===== config.mk =====
export PLATFORM = sky130hd
export DESIGN_NAME = button_gesture
export DESIGN_NICKNAME = d
export VERILOG_FILES = /design/src/rtl/button_gesture_pkg.sv /design/src/rtl/ms_tick_gen.sv /design/src/rtl/button_gesture.sv
export SDC_FILE = /design/constraint.sdc
export NUM_CORES = 1
export LEC_CHECK = 0
export BUFFER_PORTS_ARGS = -buffer_cell sky130_fd_sc_hd__buf_2
export CORE_AREA = 2 2 66 68
export CTS_CLUSTER_DIAMETER = 50
export DETAILED_ROUTE_END_ITERATION = 16
export DIE_AREA = 0 0 68 70
export PLACE_DENSITY = 0.69
export SLEW_MARGIN = 20
export SYNTH_ARGS = -nofsm -noshare
export SYNTH_HDL_FRONTEND = slang
export SYNTH_SLANG_ARGS = --single-unit

===== constraint.sdc =====
create_clock -name clk -period 3.2 [get_ports clk]
set_clock_uncertainty 0.05 [all_clocks]
set_input_delay 0.64 -clock clk [delete_from_list [all_inputs] [get_ports clk]]
set_output_delay 0.64 -clock clk [all_outputs]
set_load 0.03 [all_outputs]

===== src/rtl/button_gesture_pkg.sv =====
// button_gesture_pkg: shared state type and sizing helper for the button gesture decoder
package button_gesture_pkg;
  typedef enum logic [2:0] {
    INIT,
    WAIT_RELEASE,
    IDLE,
    PRESSED,
    LONG_HELD,
    WAIT_SECOND,
    SECOND_PRESSED
  } gesture_state_t;
  function automatic int max3(input int a, input int b, input int c);
    int m;
    m = (a > b) ? a : b;
    return (m > c) ? m : c;
  endfunction
endpackage


===== src/rtl/ms_tick_gen.sv =====
// ms_tick_gen: free-running one-cycle tick every TICK_CYCLES clocks, restartable by clr
module ms_tick_gen #(
  parameter int TICK_CYCLES = 200_000
) (
  input  logic clk,
  input  logic rst_n,
  input  logic clr,
  output logic tick
);
  localparam int W = (TICK_CYCLES > 1) ? $clog2(TICK_CYCLES) : 1;
  logic [W-1:0] cnt_q, cnt_d;
  assign tick = cnt_q == W'(TICK_CYCLES - 1);
  always_comb cnt_d = (clr || tick) ? '0 : cnt_q + 1'b1;
  always_ff @(posedge clk or negedge rst_n)
    if (!rst_n) cnt_q <= '0;
    else cnt_q <= cnt_d;
endmodule


===== src/rtl/button_gesture.sv =====
// button_gesture: turns a debounced button level into press/release/click/long-press/repeat pulses
module button_gesture
  import button_gesture_pkg::*;
#(
  parameter int CLK_PERIOD_NS = 5,
  parameter int TICK_CYCLES   = 1_000_000 / CLK_PERIOD_NS,
  parameter int LONG_PRESS_MS = 800,
  parameter int REPEAT_MS     = 200,
  parameter int DOUBLE_GAP_MS = 300
) (
  input  logic clk,
  input  logic rst_n,
  input  logic clean,
  output logic held,
  output logic press,
  output logic release_evt,
  output logic single_click,
  output logic double_click,
  output logic long_press,
  output logic repeat_evt
);
  localparam int MS_MAX = max3(LONG_PRESS_MS, REPEAT_MS, DOUBLE_GAP_MS);
  localparam int MS_W   = $clog2(MS_MAX + 1);
  gesture_state_t state_q, state_d;
  logic [MS_W-1:0] ms_cnt_q, ms_cnt_d;
  logic [6:0] out_q, out_d;
  logic prev_q, tick, clr, rise, fall, long_hit, rep_hit, gap_hit;
  logic press_d, rel_d, single_d, double_d, long_d, rep_d;
  ms_tick_gen #(.TICK_CYCLES(TICK_CYCLES)) u_tick (
    .clk  (clk),
    .rst_n(rst_n),
    .clr  (clr),
    .tick (tick)
  );
  assign rise     = clean & ~prev_q;
  assign fall     = ~clean & prev_q;
  assign long_hit = tick && ms_cnt_q == MS_W'(LONG_PRESS_MS - 1);
  assign rep_hit  = tick && ms_cnt_q == MS_W'(REPEAT_MS - 1);
  assign gap_hit  = tick && ms_cnt_q == MS_W'(DOUBLE_GAP_MS - 1);
  assign {held, press, release_evt, single_click, double_click, long_press, repeat_evt} = out_q;
  always_comb begin
    state_d  = state_q;
    press_d  = 1'b0;
    rel_d    = 1'b0;
    single_d = 1'b0;
    double_d = 1'b0;
    long_d   = 1'b0;
    rep_d    = 1'b0;
    unique case (state_q)
      INIT:         state_d = clean ? WAIT_RELEASE : IDLE;
      WAIT_RELEASE: state_d = fall ? IDLE : WAIT_RELEASE;
      IDLE: if (rise) begin
        state_d = PRESSED;
        press_d = 1'b1;
      end
      PRESSED: if (fall) begin
        state_d = WAIT_SECOND;
        rel_d   = 1'b1;
      end else if (long_hit) begin
        state_d = LONG_HELD;
        long_d  = 1'b1;
      end
      LONG_HELD: if (fall) begin
        state_d = IDLE;
        rel_d   = 1'b1;
      end else if (rep_hit) rep_d = 1'b1;
      WAIT_SECOND: if (rise) begin
        state_d = SECOND_PRESSED;
        press_d = 1'b1;
      end else if (gap_hit) begin
        state_d  = IDLE;
        single_d = 1'b1;
      end
      SECOND_PRESSED: if (fall) begin
        state_d  = IDLE;
        rel_d    = 1'b1;
        double_d = 1'b1;
      end else if (long_hit) begin
        state_d = LONG_HELD;
        long_d  = 1'b1;
      end
      default: state_d = INIT;
    endcase
    clr      = (state_d != state_q) || rep_d;
    ms_cnt_d = clr ? '0 : (tick && ms_cnt_q != MS_W'(MS_MAX)) ? ms_cnt_q + 1'b1 : ms_cnt_q;
    out_d    = {state_d inside {PRESSED, LONG_HELD, SECOND_PRESSED},
                press_d, rel_d, single_d, double_d, long_d, rep_d};
  end
  always_ff @(posedge clk or negedge rst_n)
    if (!rst_n) begin
      state_q  <= INIT;
      ms_cnt_q <= '0;
      prev_q   <= 1'b0;
      out_q    <= '0;
    end else begin
      state_q  <= state_d;
      ms_cnt_q <= ms_cnt_d;
      prev_q   <= clean;
      out_q    <= out_d;
    end
endmodule


Yosys cells after proc, flatten, opt, wreduce, memory -nomap -nowiden --
Cells that the tools add are included.
Word-level totals: input bits 3, bits in registers 39, output and inout port bits 7
Operators by class: bitwise logic cells 4, add/sub/neg operators 2, reduce and logical (&&, ||, !) cells 12, eq/ne operators 15, multiplexer cells 27
Operators by type and width (count):
- 3-bit 2-to-1 mux | 7
- 3-bit case mux with 7 select lines | 1
- 10-bit 2-to-1 mux | 2
- 18-bit by 1-bit adder with 18-bit output, second input constant | 1
- 18-bit equality test, second input constant | 1
- 18-bit 2-to-1 mux | 1
- 3-bit equality test, second input constant | 5
- 1-bit 2-to-1 mux | 14
- 10-bit by 1-bit adder with 10-bit output, second input constant | 1
- 10-bit equality test, second input constant | 1
- 10-bit by 8-bit equality test with 1-bit output, second input constant | 1
- 10-bit by 9-bit equality test with 1-bit output, second input constant | 1
- 10-bit inequality test, second input constant | 1
- 3-bit by 2-bit equality test with 1-bit output, second input constant | 3
- 1-bit logical AND | 4
- 2-bit 2-to-1 mux | 2
- 2-bit OR reduction | 2
- 3-bit by 1-bit equality test with 1-bit output, second input constant | 1
- 3-bit logical NOT | 1
- 3-bit inequality test | 1
- 3-bit nonzero test | 1
- 3-bit OR reduction | 1
- 1-bit bitwise AND | 2
- 1-bit logical OR | 2
- other kinds (2) | 3

Longest topological paths before layout --
depth after elaboration 9, depth in mapped cells 9

By module --
Synthesis repeated with hierarchy kept, for this count alone.
Second synthesis, totals: cells, all modules 222, area, all modules 2194.6 sq um
Modules (own cells, without submodules):
- button_gesture | area an instance 1271.2 sq um, sequential area each 525.5 sq um, times used 1, cells each 130
- ms_tick_gen | area an instance 923.4 sq um, sequential area each 450.4 sq um, times used 1, cells each 92

Worst setup path after synthesis --
Ideal clock, no wire load.
kind flip-flop to flip-flop, start register u_tick.cnt_q[6], end register ms_cnt_q[0], clock period less this slack 2380 ps, path slack 820 ps, data required time 3031 ps, stages on the path, launching flop included 8, arrival 2211 ps, cell sequence dfrtp_1 -> nor4b_4 -> nand4_4 -> or4_4 -> a211o_4 -> nand4b_4 -> buf_6 -> nor2_1
On the way: longest elaborated chain between the ends 8, elaborated cells on any way between the ends 18
RTL lines:
- from (decl) | RTL line ms_tick_gen.sv:11 | logic [W-1:0] cnt_q, cnt_d;
- from (signal assigned) | RTL line ms_tick_gen.sv:16 | else cnt_q <= cnt_d;
- 18-bit equality test * | RTL line ms_tick_gen.sv:12 | assign tick = cnt_q == W'(TICK_CYCLES - 1);
- 1-bit logical AND, on equally long branches | RTL line button_gesture.sv:37, button_gesture.sv:39
- 3-bit 2-to-1 mux, on equally long branches | RTL line button_gesture.sv:59, button_gesture.sv:78, button_gesture.sv:70
- 3-bit 2-to-1 mux, on equally long branches | RTL line button_gesture.sv:74, button_gesture.sv:67, button_gesture.sv:56
- 3-bit case mux with 7 select lines | RTL line button_gesture.sv:49 | unique case (state_q)
- 3-bit inequality test | RTL line button_gesture.sv:84 | clr = (state_d != state_q) || rep_d;
- 1-bit logical OR | RTL line button_gesture.sv:84
- 10-bit 2-to-1 mux / 2-bit nonzero test (equally long branches)
- to (signal assigned) | RTL line button_gesture.sv:97 | ms_cnt_q <= ms_cnt_d;
- to (decl) | RTL line button_gesture.sv:25 | logic [MS_W-1:0] ms_cnt_q, ms_cnt_d;
Mark *: on every way between the ends. The rest lies on a longest branch, timed or not. A chain may end at the register's enable or synchronous reset.

Final worst setup path --
start register ms_cnt_q[6], end register ms_cnt_q[7]
On the way: longest elaborated chain between the ends 8, elaborated cells on any way between the ends 23
RTL lines (RTL line):
- 10-bit equality test / 10-bit by 9-bit equality test with 1-bit output (equally long branches) | button_gesture.sv:37, button_gesture.sv:39
- 1-bit logical AND, on equally long branches | button_gesture.sv:37, button_gesture.sv:39
- 3-bit 2-to-1 mux, on equally long branches | button_gesture.sv:59, button_gesture.sv:78, button_gesture.sv:70
- 3-bit 2-to-1 mux, on equally long branches | button_gesture.sv:74, button_gesture.sv:67, button_gesture.sv:56
- 3-bit case mux with 7 select lines | button_gesture.sv:49
- 3-bit inequality test | button_gesture.sv:84
- 1-bit logical OR | button_gesture.sv:84
- 10-bit 2-to-1 mux / 2-bit nonzero test (equally long branches)
Several ways; a longest one is shown, not always the timed one. The select of a mux whose other input is x is not followed.

==> metrics.txt <==
routability cong.=a little under 0.9; CTS hold repair buffers=0; register area share after synthesis=between 40% and 50%; #FFs+latches synth=39; pin count of the biggest net entering global routing=40; share of cells above drive strength 1=between 10 and 15%; worst relative slew slack=a little over two fifths; required time of the critical path=3320 ps; starting density of the core=52.57%; Avg WL per Cell=approximately 14 µm; cell taking the most area after synthesis=dfrtp_1; setup TNS=0 ps; most frequent cells in the layout=39 x nor2_1, 39 x dfrtp_1, 15 x nand2_1; PwrDens=about 600 nW/µm²; area share of the leading cell type in the synthesized netlist=~45%; Die X=just under 70 µm; Crit-path slowest cell=or4_4; Seq. cell area=about 980 µm²; critical setup path kind=flop to flop; number of remaining DRC errors=0; CTS root buf=clkbuf_8; Vias per Instance=between 5 and 6; first-pass GRT wire length=just over 7 mm; Synth Warn #=0; Setup Fix Bufs, Post-CTS=0; Placed Instances=280; post-synth net total=around 230; Final Hold Vio Count=0; antenna-violating nets left=0; TritonCTS clock tree=done; dpl ws=612.0 ps; # clock sinks=39; fmax=0.3846 GHz; Max Cap Viol=0; Avg Inst Size Synth=about 9.6 µm²; synthesis-to-layout area growth=7.582%; RSZ-0062 raised after global routing=no; Final WS setup=roughly 600 ps; later-pin clock latency in the skew report=about 290 ps; Rows=24; # setup viols final=0; fin crit share=about four fifths; Worst-Margin Slew=840.9 ps; core area=4144 µm²; max-slew violation count=0; P_leak=between 0.9 and 1 nW; slowest stage delay, CP=590 ps; reg2reg path depth=6; Tot Pwr=between 1 and 1.5 mW; status=finished clean; Yosys cell types=41; gr usage total=approximately a fifth; fin crit period=2600 ps; final core utilization=a little under three fifths; H-tree Lvls=2; Max IR drop VDD=a little over 200 µV; IO buf count=9; maximum clock path buffer count=2; initial antenna violation count=0; Initial DRC Count=around 120; worst-path fanout max=17; routed via count=1590; post-synthesis cell area=2178 µm²; Cells after Synth=between 200 and 250; Cell Chain, Critical Path=nor3b_1, nand4_4, or4_4, a211o_4, nand4b_4, nor2_1; WP data arrival=approximately 2700 ps; Diodes inserted=0; vias in the first global route=1558; Final Instance Count excl. Fillers=approximately 290; fin nets=approximately 240; area of the multi-input gates=~1100 µm²; Layout fillers=about 380; hold_ws=between 300 and 400 ps; top post-synthesis cells by area=dfrtp_1 45%, nor2_1 6.7%, xor2_1 5.6%; DIE AREA=around 4800 µm²; DP Area=~2300 µm²; CTS clock-pin slew for the worst setup and hold paths=~80 ps; drt pass-1 iters=4; grt total ovfl=0; Hold Crit Class=input port to asynchronous set/reset pin; post-CTS sizing=0; number of I/O pins=10; TritonCTS Buffers=5; Routed Wire Length=around 4 mm; CP Capture Type=flop; die height=about 70 µm; design area=between 2000 and 2500 µm²; DP HPWL=about 2.9 mm; CP startpoint kind=flop
path summary, 6_finish.rpt:
path | endpoint | start | slack [ps]
worst max register to register | ms_cnt_q[7] | ms_cnt_q[6] | 600
max in group asynchronous | out_q[3] | rst_n | 2180
worst min register to register | u_tick.cnt_q[0] | u_tick.cnt_q[0] | 450
worst max-delay path | ms_cnt_q[7] | ms_cnt_q[6] | 600
worst min-delay path | prev_q | rst_n | 400
min in group clk | u_tick.cnt_q[0] | u_tick.cnt_q[0] | 450
cell usage after synthesis (all sizes together):
cell,instances
dfrtp,39
nor2,39
nand2,15
nand3,14
xor2,14
xnor2,11
nand4,8
inv,7
nor3,7
a21oi,6
and3,6
nand2b,6
nor2b,5
o21ai,5
clkbuf,4
and2,3
and4b,3
buf,3
ha,3
mux2i,3
nor4b,3
a22oi,2
and4,2
nor3b,2
o22a,2
o31a,2
o31ai,2
or3,2
a211o,1
a221o,1
a311oi,1
mux2,1
nand4b,1
o221ai,1
or3b,1
or4,1
cell families (layout without fill, tap and decap cells):
family	Yosys count	in the layout	share of synthesized area, %
simple gates	118	118	31.19
flops	39	39	44.80
xor+xnor	25	25	10.05
compound gates	23	23	7.582
buf+inv	14	24	2.757
mux	4	4	1.895
fa+ha+maj	3	3	1.723
registers in the layout, summed over array words and instances, names as in the netlist:
name / flops
prev_q: 1
state_q: 3
ms_cnt_q: 10
out_q: 7
u_tick.cnt_q: 18
worst max-delay path: cells and delay by family, from the launching register on:
kind	cells	cell delay [ps]
AO/OA/AOI/OAI	1	380
flip-flops	1	430
AND/OR/NAND/NOR	5	1610
power by group:
group	internal [mW]	switching, mW
Combinational	0.176	0.289
Sequential	0.538	0.0790
Clock	0.152	0.178
Total	0.866	0.545
final cells by class:
type	instances	share of cell area, %
Tap cell	52	2.776
Clock inverter	3	0.8542
Clock buffer	5	2.936
Multi-Input combinational cell	173	48.75
Timing Repair Buffer	9	1.922
Inverter	7	1.121
Sequential cell	39	41.64
layer usage:
| layer | track usage, % | share of wire (%) | vias up |
|---|---|---|---|
| li1 | - | - | 799 |
| met1 | 28.44 | 48 | 744 |
| met2 | 28.59 | 46 | 36 |
| met3 | 3.382 | 3.6 | 11 |
| met4 | 8.222 | 2.3 | 0 |
| met5 | 0 | 0 | - |
(Power assumes the default switching activity.)
